File: src/rtl/ascon_dec_release_buffer_if.sv
// Handshake bundle between the decrypting core, the release buffer and the consumer.
// master drives start/pt/tag/out_ready; slave (the buffer) drives pt_ready, out_* and auth status.
interface ascon_dec_release_buffer_if;
  logic         start;
  logic         pt_valid;
  logic         pt_ready;
  logic [127:0] pt_data;
  logic [4:0]   pt_bytes;
  logic         pt_last;
  logic         tag_valid;
  logic [127:0] tag_calc;
  logic [127:0] tag_rx;
  logic         out_valid;
  logic         out_ready;
  logic [127:0] out_data;
  logic [4:0]   out_bytes;
  logic         out_last;
  logic         auth_done;
  logic         auth_ok;
  logic         err_overflow;

  modport master (
    output start, pt_valid, pt_data, pt_bytes, pt_last,
    output tag_valid, tag_calc, tag_rx, out_ready,
    input  pt_ready, out_valid, out_data, out_bytes, out_last,
    input  auth_done, auth_ok, err_overflow
  );

  modport slave (
    input  start, pt_valid, pt_data, pt_bytes, pt_last,
    input  tag_valid, tag_calc, tag_rx, out_ready,
    output pt_ready, out_valid, out_data, out_bytes, out_last,
    output auth_done, auth_ok, err_overflow
  );
endinterface

File: src/rtl/ascon_dec_release_buffer.sv
// Holds decrypted plaintext until the tag verifies, then releases it in order.
// Ports: clk, rst (async high), bus (slave): start, pt_*, tag_*, out_*, auth_*, err_overflow.
module ascon_dec_release_buffer #(
  parameter int DEPTH = 4
) (
  input  logic clk,
  input  logic rst,
  ascon_dec_release_buffer_if.slave bus
);
  localparam int AW = (DEPTH > 1) ? $clog2(DEPTH) : 1;
  localparam int CW = AW + 1;

  typedef enum logic [2:0] {
    IDLE, COLLECT, WAIT_TAG, RELEASE, FAIL
  } state_t;

  state_t        state;
  logic [CW-1:0] count;
  logic [AW-1:0] wr_ptr;
  logic [AW-1:0] rd_ptr;
  logic          auth_done_q;
  logic          auth_ok_q;
  logic          err_q;

  logic [127:0]  mem_data [DEPTH];
  logic [4:0]    mem_bytes [DEPTH];
  logic          mem_last [DEPTH];

  logic pt_ready_w;
  logic pt_fire;
  logic out_valid_w;
  logic out_fire;
  logic tag_diff;
  logic full;

  assign full        = (count == CW'(DEPTH));
  assign pt_ready_w  = (state == COLLECT) && !full;
  // start wins over any same-cycle handshake
  assign pt_fire     = bus.pt_valid && pt_ready_w && !bus.start;
  assign out_valid_w = (state == RELEASE) && (count != '0);
  assign out_fire    = out_valid_w && bus.out_ready && !bus.start;
  // full-width compare, no early exit
  assign tag_diff    = |(bus.tag_calc ^ bus.tag_rx);

  assign bus.pt_ready     = pt_ready_w;
  assign bus.out_valid    = out_valid_w;
  assign bus.out_data     = out_valid_w ? mem_data[rd_ptr] : '0;
  assign bus.out_bytes    = out_valid_w ? mem_bytes[rd_ptr] : '0;
  assign bus.out_last     = out_valid_w & mem_last[rd_ptr];
  assign bus.auth_done    = auth_done_q;
  assign bus.auth_ok      = auth_ok_q;
  assign bus.err_overflow = err_q;

  always_ff @(posedge clk) begin
    if (pt_fire) begin
      mem_data[wr_ptr]  <= bus.pt_data;
      mem_bytes[wr_ptr] <= bus.pt_bytes;
      mem_last[wr_ptr]  <= bus.pt_last;
    end
  end

  always_ff @(posedge clk or posedge rst) begin
    if (rst) begin
      state       <= IDLE;
      count       <= '0;
      wr_ptr      <= '0;
      rd_ptr      <= '0;
      auth_done_q <= 1'b0;
      auth_ok_q   <= 1'b0;
      err_q       <= 1'b0;
    end else begin
      auth_done_q <= 1'b0;
      if (bus.start && state != FAIL) begin
        state     <= COLLECT;
        count     <= '0;
        wr_ptr    <= '0;
        rd_ptr    <= '0;
        auth_ok_q <= 1'b0;
        err_q     <= 1'b0;
      end else begin
        case (state)
          IDLE: ;
          COLLECT: begin
            if (pt_fire) begin
              wr_ptr <= wr_ptr + 1'b1;
              count  <= count + 1'b1;
              if (bus.pt_last)
                state <= WAIT_TAG;
            end else if (bus.pt_valid && full) begin
              err_q <= 1'b1;
              state <= FAIL;
            end
          end
          WAIT_TAG: begin
            if (bus.tag_valid) begin
              auth_done_q <= 1'b1;
              auth_ok_q   <= !tag_diff;
              state       <= tag_diff ? FAIL : RELEASE;
            end
          end
          RELEASE: begin
            if (out_fire) begin
              rd_ptr <= rd_ptr + 1'b1;
              count  <= count - 1'b1;
              if (mem_last[rd_ptr]) begin
                count <= '0;
                state <= IDLE;
              end
            end
          end
          FAIL: begin
            count  <= '0;
            wr_ptr <= '0;
            rd_ptr <= '0;
            state  <= IDLE;
          end
          default: state <= IDLE;
        endcase
      end
    end
  end
endmodule

File: src/flat_wrapper.sv
// flat-port wrapper written by rule: the top's interface ports become plain ports
module ascon_dec_release_buffer_flat 
#(
  parameter int DEPTH = 4
)
  (clk, rst, bus_start, bus_pt_valid, bus_pt_data, bus_pt_bytes, bus_pt_last, bus_tag_valid, bus_tag_calc, bus_tag_rx, bus_out_ready, bus_pt_ready, bus_out_valid, bus_out_data, bus_out_bytes, bus_out_last, bus_auth_done, bus_auth_ok, bus_err_overflow);
  ascon_dec_release_buffer_if bus_i ();
  input  logic clk;
  input  logic rst;
  input wire logic [$bits(bus_i.start)-1:0] bus_start;
  input wire logic [$bits(bus_i.pt_valid)-1:0] bus_pt_valid;
  input wire logic [$bits(bus_i.pt_data)-1:0] bus_pt_data;
  input wire logic [$bits(bus_i.pt_bytes)-1:0] bus_pt_bytes;
  input wire logic [$bits(bus_i.pt_last)-1:0] bus_pt_last;
  input wire logic [$bits(bus_i.tag_valid)-1:0] bus_tag_valid;
  input wire logic [$bits(bus_i.tag_calc)-1:0] bus_tag_calc;
  input wire logic [$bits(bus_i.tag_rx)-1:0] bus_tag_rx;
  input wire logic [$bits(bus_i.out_ready)-1:0] bus_out_ready;
  output wire logic [$bits(bus_i.pt_ready)-1:0] bus_pt_ready;
  output wire logic [$bits(bus_i.out_valid)-1:0] bus_out_valid;
  output wire logic [$bits(bus_i.out_data)-1:0] bus_out_data;
  output wire logic [$bits(bus_i.out_bytes)-1:0] bus_out_bytes;
  output wire logic [$bits(bus_i.out_last)-1:0] bus_out_last;
  output wire logic [$bits(bus_i.auth_done)-1:0] bus_auth_done;
  output wire logic [$bits(bus_i.auth_ok)-1:0] bus_auth_ok;
  output wire logic [$bits(bus_i.err_overflow)-1:0] bus_err_overflow;
  assign bus_i.start = bus_start;
  assign bus_i.pt_valid = bus_pt_valid;
  assign bus_i.pt_data = bus_pt_data;
  assign bus_i.pt_bytes = bus_pt_bytes;
  assign bus_i.pt_last = bus_pt_last;
  assign bus_i.tag_valid = bus_tag_valid;
  assign bus_i.tag_calc = bus_tag_calc;
  assign bus_i.tag_rx = bus_tag_rx;
  assign bus_i.out_ready = bus_out_ready;
  assign bus_pt_ready = bus_i.pt_ready;
  assign bus_out_valid = bus_i.out_valid;
  assign bus_out_data = bus_i.out_data;
  assign bus_out_bytes = bus_i.out_bytes;
  assign bus_out_last = bus_i.out_last;
  assign bus_auth_done = bus_i.auth_done;
  assign bus_auth_ok = bus_i.auth_ok;
  assign bus_err_overflow = bus_i.err_overflow;
  ascon_dec_release_buffer #(.DEPTH(DEPTH)) u_core (.clk(clk), .rst(rst), .bus(bus_i));
endmodule
File: config.mk
export PLATFORM = sky130hd
export DESIGN_NAME = ascon_dec_release_buffer_flat
export DESIGN_NICKNAME = d
export VERILOG_FILES = /design/src/rtl/ascon_dec_release_buffer_if.sv /design/src/rtl/ascon_dec_release_buffer.sv /design/src/flat_wrapper.sv
export SDC_FILE = /design/constraint.sdc
export NUM_CORES = 1
export LEC_CHECK = 0
export CAP_MARGIN = 20
export CORE_UTILIZATION = 50
export CTS_CLUSTER_DIAMETER = 100
export CTS_CLUSTER_SIZE = 24
export DETAILED_ROUTE_END_ITERATION = 6
export PLACE_DENSITY_LB_ADDON = 0.05
export SLEW_MARGIN = 20
export SYNTH_ARGS = -nofsm -noshare
export SYNTH_HDL_FRONTEND = slang
export SYNTH_SLANG_ARGS = --single-unit
File: constraint.sdc
create_clock -name clk -period 6.25 [get_ports clk]
set_input_delay 1.25 -clock clk [delete_from_list [all_inputs] [get_ports clk]]
set_output_delay 1.25 -clock clk [all_outputs]
set_load 0.02 [all_outputs]
==> flow_summary_export.csv, run 1 <==
group,metric,value,unit
timing,maxSlewHeadroom,29.8,%
timing,fin_skew,0.0242,ns
global_routing,grt_pass1_wl,85.6,mm
worst_setup_path,worstPathMaxFanout,46,
detailed_routing,drtIter0Drc,993,
detailed_routing,post_drt_wl_per_cell,27.0,um
global_routing,overflow,0,
timing,tns,0,ns
detailed_routing,routed_via_density,5.48,
worst_setup_path,critPathLaunchType,"register",
timing,fin_crit,4.71,ns
worst_setup_path,end_kind,"output pin",
power,max-vdd-ir-drop,0.221,mV
global_routing,grt_start_max_net_pins,136,
worst_setup_path,r2r_setup_slack,3.02,ns
synth,synth-seq-area-share,73.2,%
timing,final-setup-viol-count,0,
floorplanning,core.rowCount,77,
global_routing,met1_usage,33.3,%
detailed_routing,drt-pass1-iter-count,5,
synth,synth_edf_count,536,
placement,gp_congestion,0.976,
clock_tree,cts_made_buffers,26,
floorplanning,die_h,214,um
synth,async_flop_share,2.37,%
clock_tree,clkTransAtPathRegs,0.10,ns
clock_tree,h-tree-depth,1,
timing,maxSlewViolCount,0,
placement,placed_area,0.0286,sq mm
floorplanning,core,0.0442,sq mm
synth,synth.ff_latch_count,549,
synth,synth_area,0.0224,sq mm
worst_hold_path,hp-class,"register to register",
cells_and_area,stdcell_count,2284,
clock_tree,cts.sink_count,549,
worst_setup_path,max_stage_delay,1.06,ns
floorplanning,start_util,50.7,%
timing,rsz0062_at_grt,"false",
synth,synth_cells,1131,
timing,worst_pin_slew,1.04,ns
cells_and_area,synthToLayoutAreaGrowth,30.8,%
worst_setup_path,cp_top_family,"flip-flops",
floorplanning,pin_count,535,
global_routing,busiest_layer,"met2",
floorplanning,die_w,214,um
synth,synth.net_count,1534,
worst_setup_path,cp_num_cells,4,
outcome,outcome,"complete, no violations",
clock_tree,clk_path_buf_depth,3,
worst_setup_path,worstPathCellList,"buf_4, mux4_2, and2_1, clkdlybuf4s50_1",
timing,period_share,75.4,%
worst_hold_path,hold_start,"u_core.bus.auth_ok",
flow_run,maxCapViolCount,0,
cells_and_area,drive_gt1_share,11.4,%
placement,port_buffers,534,
power,powerDensity,282,mW/mm^2
global_routing,grt_pass1_vias,12900,
worst_hold_path,hold_path_depth,1,
worst_setup_path,worstSetupPathType,"register to output pin",
detailed_routing,drt-total-wl,61.6,mm
timing,fmax,0.212,GHz
worst_setup_path,cp_data_arrival_time,3.46,ns
global_routing,global_route.usage.total,26.5,%
synth,synth.distinct_cells,40,
cells_and_area,final_cell_area,0.0293,sq mm
clock_tree,holdBufCountCts,0,
detailed_routing,vias,12500,
global_routing,use_met2,43.6,%
cells_and_area,layout.nets,2065,
global_routing,antenna_found_initial,31,
detailed_routing,ant_nets,0,
worst_setup_path,crit_slowest_cell,"dfrtp_4",
timing,hold_violations,0,
worst_setup_path,critPathBufInv,2,
cells_and_area,final_core_util,66.4,%
worst_hold_path,min_to,"u_core.bus.auth_ok",
worst_setup_path,ff2ff_path_depth,7,
clock_tree,post_cts_resized,0,
placement,dp.cells,2226,
power,p_leak,9.12,nW
worst_setup_path,worst_r2r_startpoint,"u_core.count[0]",
clock_tree,post-cts-setup-buffers,0,
clock_tree,cts_tree,"built",
clock_tree,cts-root-buf,"clkbuf_16",
global_routing,met3_usage,7.82,%
floorplanning,die-area,0.0457,sq mm
synth,synth_warnings,0,
placement,dp_hpwl,44.1,mm
synth,synthFlopType,"edfxtp_1",
synth,avgSynthCellArea,19.8,sq um
detailed_routing,drc_errors,0,
worst_setup_path,r2r-end,"u_core.mem_data[1][81]",
worst_setup_path,crit_required,5.00,ns
clock_tree,insertion_delay,0.58,ns
synth_stat cells (2+ instances only):
| master | instances | area share [%] |
|---|---|---|
| nand3_1 | 2 | 0.045 |
| and2_1 | 140 | 3.9 |
| a21o_1 | 3 | 0.10 |
| inv_1 | 5 | 0.084 |
| buf_1 | 7 | 0.12 |
| inv_2 | 3 | 0.050 |
| mux4_2 | 134 | 13 |
| nand2b_1 | 4 | 0.11 |
| o22ai_1 | 3 | 0.084 |
| edfxtp_1 | 536 | 72 |
| o21ai_1 | 3 | 0.067 |
| a21oi_1 | 7 | 0.16 |
| or3b_1 | 2 | 0.078 |
| nand4_1 | 34 | 0.95 |
| clkbuf_1 | 31 | 0.52 |
| nand2_1 | 11 | 0.18 |
| nor3_1 | 2 | 0.045 |
| o41ai_1 | 2 | 0.078 |
| nor4_1 | 8 | 0.22 |
| dfrtp_1 | 13 | 1.5 |
| buf_2 | 10 | 0.22 |
| a211oi_1 | 2 | 0.067 |
| nor2_1 | 19 | 0.32 |
| ha_1 | 7 | 0.39 |
| xnor2_1 | 128 | 5.0 |
cell families after synthesis:
family / Yosys count / share of synthesized area (%)
flip-flops: 549 / 73.2
AO/OA/AOI/OAI: 29 / 0.909
AND/OR/NAND/NOR: 228 / 6.05
XOR/XNOR: 128 / 5.00
adder cells (fa/ha/maj): 7 / 0.390
buffers and inverters: 56 / 0.993
multiplexers: 134 / 13.5
report_power, final:
group	switching [W]	internal, W
Clock	0.00104	0.000772
Combinational	0.000990	0.00110
Sequential	0.000118	0.00425
Total	0.00215	0.00611
final cells by class:
class                      count  area (sq um)
antenna                       21          52.6
clock buffer                  35           684
fill                        3029         14900
inverter                       8          30.0
sequential                   549         16400
timing repair buffer         551          5590
tap                          592           741
multi-input combinational    526          5810
clock inverter                 2          21.3
state kept, by name, indices dropped and copies added, names as in the netlist:
signal                   cells
u_core.rd_ptr                2
u_core.bus.auth_done         1
u_core.wr_ptr                2
u_core.mem_data            512
u_core.mem_bytes            20
u_core.mem_last              4
u_core.state                 3
u_core.bus.auth_ok           1
u_core.bus.err_overflow      1
u_core.count                 3
placed cells by master, fill, tap and decap left out, types with 2 or more instances in the layout:
cell type,n
a211oi_1,2
a21o_1,3
a21oi_1,7
and2_1,136
and2_4,4
buf_12,9
buf_4,8
clkbuf_1,9
clkbuf_16,26
clkdlybuf4s50_1,534
dfrtp_1,11
dfrtp_4,2
diode_2,21
edfxtp_1,536
ha_1,7
inv_1,5
inv_2,3
mux4_2,134
nand2_1,11
nand2b_1,4
nand3_1,2
nand4_1,34
nor2_1,19
nor3_1,2
nor4_1,8
o21ai_1,3
o22ai_1,3
o41ai_1,2
or3b_1,2
xnor2_1,128
routing by layer:
| layer | vias to the layer above | wire length [um] |
|---|---|---|
| li1 | 5561 | - |
| met4 | 18 | 1260 |
| met5 | - | 112 |
| met2 | 448 | 31300 |
| met3 | 77 | 5330 |
| met1 | 6403 | 23600 |
worst max-delay path by stage:
stage | from | end | slack (ns)
after CTS | u_core.rd_ptr[0] | bus_out_data[97] | 1.41
after detailed placement | bus_start | u_core.mem_data[1][70] | 1.78
final | u_core.rd_ptr[0] | bus_out_data[90] | 1.54
after floorplan | bus_start | u_core.mem_bytes[1][0] | 0.68
after global placement | bus_start | u_core.mem_data[1][60] | 1.86
after global routing | u_core.rd_ptr[0] | bus_out_data[97] | 1.29
through the flow:
step	setup WS, ns	hold slack [ns]	total power [W]
after CTS	1.41	0.564	0.00834
after detailed placement	1.78	0.542	0.00656
after global routing	1.29	0.598	0.00859
after global placement	1.86	0.491	0.00653
after floorplan	0.677	0.537	0.00560
final	1.54	0.563	0.00827
(Power assumes the default switching activity.)
==> run 2: changes to the inputs <==
--- a/config.mk
+++ b/config.mk
@@ -6,7 +6,7 @@
 export NUM_CORES = 1
 export LEC_CHECK = 0
 export CAP_MARGIN = 20
-export CORE_UTILIZATION = 50
+export CORE_UTILIZATION = 45
 export CTS_CLUSTER_DIAMETER = 100
 export CTS_CLUSTER_SIZE = 24
 export DETAILED_ROUTE_END_ITERATION = 6
==> constraint.sdc (replaced) <==
create_clock -name clk -period 3.9 [get_ports clk]
set_input_delay 0.78 -clock clk [delete_from_list [all_inputs] [get_ports clk]]
set_output_delay 0.78 -clock clk [all_outputs]
set_load 0.02 [all_outputs]
==> flow_summary_export.csv, run 2 (synthesis results as in run 1) <==
group,metric,value,unit
timing,worst_pin_slew,0.664,ns
power,p_int,0.00986,W
detailed_routing,ant_nets,0,
power,combPwrFrac,26.2,%
clock_tree,holdBufCountCts,0,
outcome,outcome,"complete, no violations",
detailed_routing,post_drt_wl_per_cell,26.4,um
clock_tree,post_cts_resized,0,
floorplanning,die-area,0.0507,sq mm
detailed_routing,vias,12400,
power,swShare,26.3,%
cells_and_area,synthToLayoutAreaGrowth,31.7,%
timing,maxSlewHeadroom,55.3,%
global_routing,grt_start_max_net_pins,86,
power,powerDensity,453,mW/mm^2
global_routing,grt_pass1_vias,12600,
clock_tree,post-cts-setup-buffers,0,
worst_setup_path,worstSetupPathType,"register to output pin",
worst_setup_path,cp_data_arrival_time,2.93,ns
worst_setup_path,critPathLaunchType,"register",
timing,hold_violations,0,
timing,rsz0062_at_grt,"false",
worst_hold_path,hp-class,"register to register",
clock_tree,clkTransAtPathRegs,0.10,ns
detailed_routing,drtIter0Drc,805,
clock_tree,cts.sink_count,549,
timing,fmax,0.270,GHz
timing,final-setup-viol-count,0,
timing,tns,0,ns
floorplanning,core,0.0491,sq mm
cells_and_area,largest_reg_flops,512,
cells_and_area,final_core_util,60.2,%
cells_and_area,layout_commonest_cell,"edfxtp_1",
cells_and_area,largest-register,"u_core.mem_data",
worst_setup_path,worstPathMaxFanout,35,
placement,dp_hpwl,43.8,mm
power,p_seq_share,51.8,%
timing,whs,0.541,ns
detailed_routing,drt-pass1-iter-count,7,
power,p_clk_share,22.1,%
global_routing,global_route.usage.total,23.9,%
placement,port_buffers,534,
placement,gp_congestion,0.878,
floorplanning,start_util,45.7,%
clock_tree,insertion_delay,0.59,ns
timing,fin_crit,3.71,ns
cells_and_area,drive_gt1_share,11.6,%
clock_tree,cts-root-buf,"clkbuf_16",
flow_run,maxCapViolCount,0,
power,p_leak,9.16,nW
global_routing,grt_pass1_wl,86.3,mm
cells_and_area,layout.nets,2070,
worst_setup_path,end_kind,"output pin",
power,max-vdd-ir-drop,0.336,mV
cells_and_area,layout_common_cells,"edfxtp_1, clkdlybuf4s50_1, and2_1",
global_routing,antenna_found_initial,20,
worst_setup_path,crit_required,3.12,ns
clock_tree,clk_path_buf_depth,3,
power,p_switching,0.00351,W
detailed_routing,drc_errors,0,
floorplanning,pin_count,535,
floorplanning,die_h,225,um
timing,maxSlewViolCount,0,
cells_and_area,filler_cell_count,3707,
detailed_routing,drt-total-wl,61.9,mm
global_routing,overflow,0,
floorplanning,die_w,225,um
timing,setup_ws,0.192,ns
detailed_routing,routed_via_density,5.29,
timing,period_share,95.1,%
clock_tree,h-tree-depth,1,
cells_and_area,reg_top3,"u_core.mem_data (512), u_core.mem_bytes (20), u_core.mem_last (4)",
clock_tree,cts_made_buffers,26,
placement,place_ws,0.786,ns
floorplanning,core.rowCount,81,
clock_tree,cts_tree,"built",
timing,fin_skew,0.0195,ns
## run 2: cell types whose count changed in the layout (fill, tap and decap cells not counted), sizes merged
| cell | previous run | this run |
|---|---|---|
| buf | 17 | 22 |
| diode | 21 | 9 |
| clkbuf | 35 | 36 |
| clkinv | 2 | 1 |
## run 2: area by class of cell
class | instances | area, sq um | area share [%]
diodes | 9 | 22.5 | 0.0762
clock buffers | 36 | 688 | 2.33
clock inverters | 1 | 16.3 | 0.0551
inverters | 8 | 30.0 | 0.102
multi-input cells | 526 | 5810 | 19.7
flip-flops and latches | 549 | 16400 | 55.6
well taps | 664 | 831 | 2.81
repair buffers | 556 | 5720 | 19.4
## run 2: final timing paths
path | start | end | slack [ns] | depth (start not counted)
max in group asynchronous | rst | u_core.rd_ptr[0] | 2.91 | 2
worst max-delay path | u_core.rd_ptr[0] | bus_out_data[49] | 0.19 | 5
worst min-delay path | u_core.bus.err_overflow | u_core.bus.err_overflow | 0.54 | 2
min in group asynchronous | rst | u_core.bus.err_overflow | 0.56 | 2
worst max register to register | u_core.count[0] | u_core.mem_data[3][50] | 1.29 | 8
worst min register to register | u_core.bus.err_overflow | u_core.bus.err_overflow | 0.54 | 2
## run 2: stage by stage
stage	cells	cell area [sq um]	power, W
after global placement	2303	28800	0.0106
after global routing	2347	29500	0.0139
after detailed placement	2303	28800	0.0106
final	2349	29500	0.0134
after CTS	2340	29500	0.0135
after floorplan	1131	22400	0.00896
## run 2: routing by layer
layer / up-vias / part of all wire, % / global-route usage [%]
li1: 5556 / - / -
met1: 6383 / 38 / 29.4
met2: 413 / 53 / 41.9
met3: 73 / 7.8 / 6.52
met4: 12 / 1.7 / 6.01
met5: - / 0.14 / 0
## run 2: critical path, stage by stage, from the launching register on
cell and delay (ns):
dfrtp_4 0.53, buf_12 0.29, buf_12 0.21, mux4_2 0.51, and2_1 0.19, clkdlybuf4s50_1 0.55
## run 2: power groups by stage
stage	logic [W]	registers, W	clock network [W]
after floorplan	0.00194	0.00702	0
after global placement	0.00355	0.00704	0
after detailed placement	0.00355	0.00706	0
after CTS	0.00357	0.00692	0.00304
after global routing	0.00373	0.00695	0.00323
final	0.00350	0.00692	0.00295
==> run 3: changes to the inputs <==
--- a/config.mk
+++ b/config.mk
@@ -6,10 +6,11 @@
 export NUM_CORES = 1
 export LEC_CHECK = 0
 export CAP_MARGIN = 20
-export CORE_UTILIZATION = 45
+export CORE_UTILIZATION = 50
 export CTS_CLUSTER_DIAMETER = 100
 export CTS_CLUSTER_SIZE = 24
 export DETAILED_ROUTE_END_ITERATION = 6
+export DONT_BUFFER_PORTS = 1
 export PLACE_DENSITY_LB_ADDON = 0.05
 export SLEW_MARGIN = 20
 export SYNTH_ARGS = -nofsm -noshare
==> flow_summary_export.csv, run 3 (synthesis results as in run 1) <==
group,metric,value,unit
floorplanning,core.rowCount,77,
worst_setup_path,worstPathMaxFanout,135,
cells_and_area,final_core_util,54.5,%
timing,tns,0,ns
placement,port_buffers,0,
clock_tree,post-cts-setup-buffers,0,
cells_and_area,layout_commonest_cell,"edfxtp_1",
cells_and_area,stdcell_count,1733,
clock_tree,clk_path_buf_depth,3,
worst_setup_path,worstSetupPathType,"register to output pin",
clock_tree,cts-root-buf,"clkbuf_16",
floorplanning,die_h,214,um
cells_and_area,regArea,0.0164,sq mm
cells_and_area,filler_cell_count,3385,
floorplanning,start_util,50.7,%
cells_and_area,drive_gt1_share,16.9,%
clock_tree,insertion_delay,0.59,ns
clock_tree,post_cts_resized,0,
cells_and_area,largest_reg_flops,512,
timing,hold_violations,0,
cells_and_area,multiInputGateArea,0.00581,sq mm
placement,dp.cells,1696,
detailed_routing,ant_nets,0,
global_routing,antenna_found_initial,0,
power,p_leak,7.14,nW
floorplanning,die-area,0.0457,sq mm
timing,fmax,0.286,GHz
power,powerDensity,514,mW/mm^2
timing,maxSlewHeadroom,34.8,%
cells_and_area,diodes,0,
detailed_routing,routed_via_density,6.05,
floorplanning,die_w,214,um
worst_setup_path,cp_data_arrival_time,2.72,ns
global_routing,grt_start_max_net_pins,136,
floorplanning,core,0.0442,sq mm
cells_and_area,layout.nets,1535,
clock_tree,holdBufCountCts,0,
timing,fin_skew,0.0138,ns
power,max-vdd-ir-drop,0.409,mV
clock_tree,clkTransAtPathRegs,0.10,ns
worst_setup_path,startpoint,"u_core.state[2]",
global_routing,grt_pass1_vias,10900,
timing,worst_pin_slew,0.969,ns
timing,final-setup-viol-count,0,
detailed_routing,drc_errors,0,
worst_setup_path,end_kind,"output pin",
detailed_routing,drtIter0Drc,734,
worst_hold_path,hp-class,"input pin to async pin",
worst_setup_path,crit_required,3.12,ns
timing,rsz0062_at_grt,"false",
timing,fin_crit,3.50,ns
worst_setup_path,worst_r2r_startpoint,"u_core.count[0]",
detailed_routing,post_drt_wl_per_cell,34.4,um
clock_tree,h-tree-depth,1,
placement,dp_hpwl,42.8,mm
global_routing,global_route.usage.total,25.7,%
worst_setup_path,critPathLaunchType,"register",
clock_tree,cts_tree,"built",
detailed_routing,drt-pass1-iter-count,4,
global_routing,grt_pass1_wl,80.5,mm
detailed_routing,vias,10500,
flow_run,maxCapViolCount,0,
clock_tree,cts.sink_count,549,
timing,period_share,89.7,%
timing,maxSlewViolCount,0,
detailed_routing,drt-total-wl,59.6,mm
cells_and_area,synthToLayoutAreaGrowth,7.40,%
cells_and_area,reg_top3,"u_core.mem_data (512), u_core.mem_bytes (20), u_core.mem_last (4)",
floorplanning,pin_count,535,
cells_and_area,largest-register,"u_core.mem_data",
outcome,outcome,"complete, no violations",
placement,gp_congestion,0.918,
global_routing,overflow,0,
clock_tree,cts_made_buffers,26,
timing,whs,0.145,ns
cells_and_area,layout_common_cells,"edfxtp_1, and2_1, mux4_2",
run 3: cell types whose count changed in the layout (fill, tap and decap cells not counted), sizes merged:
cell	before	now
clkbuf	36	35
clkdlybuf4s50	534	0
buf	22	21
clkinv	1	2
diode	9	0
run 3: cell type report:
type | instances | share of cell area (%)
clock inverters | 2 | 0.0831
repair buffers | 21 | 1.59
inverters | 8 | 0.125
flip-flops and latches | 549 | 68.2
clock buffers | 35 | 2.84
multi-input cells | 526 | 24.1
well taps | 592 | 3.07
run 3: critical path, stage by stage (launching register included):
cell      delay [ns]
dfrtp_1         0.50
nand3b_1        0.41
nor2b_4         0.22
buf_12          0.43
and2_1          0.51
run 3: through the flow:
step           setup slack (ns)  area [sq um]  total power, W
2_1_floorplan             0.281         22400         0.00896
3_3_place_gp               1.04         23400         0.00958
3_5_place_dp              0.995         23400         0.00960
4_1_cts                   0.391         24100          0.0125
5_1_grt                   0.248         24100          0.0128
6_report                  0.402         24100          0.0124
run 3: final timing paths:
check	end	slack, ns	cells after the start
setup / recovery	bus_out_data[43]	0.40	4
hold / removal	u_core.count[1]	0.14	1
setup reg to reg	u_core.mem_data[1][62]	0.99	7
hold reg to reg	u_core.count[1]	0.61	2
max in group asynchronous	u_core.rd_ptr[1]	3.30	1
min in group clk	u_core.mem_data[2][37]	0.28	0
run 3: where the power goes:
part	switching, W	leakage [nW]	internal [W]	total [W]
Combinational	0.00140	1.80	0.00104	0.00244
Clock	0.00172	0.339	0.00124	0.00296
Sequential	0.000172	5.00	0.00681	0.00698
run 3: routing by layer:
metal  share of wire (%)  vias up  wire (um)  GRT usage [%]
met5                   0        -          0              0
met4                 4.4        0       2620           11.0
met3                  12       97       7060           11.2
met2                  48      460      28500           40.9
met1                  36     5464      21300           30.4
li1                    -     4471          -              -
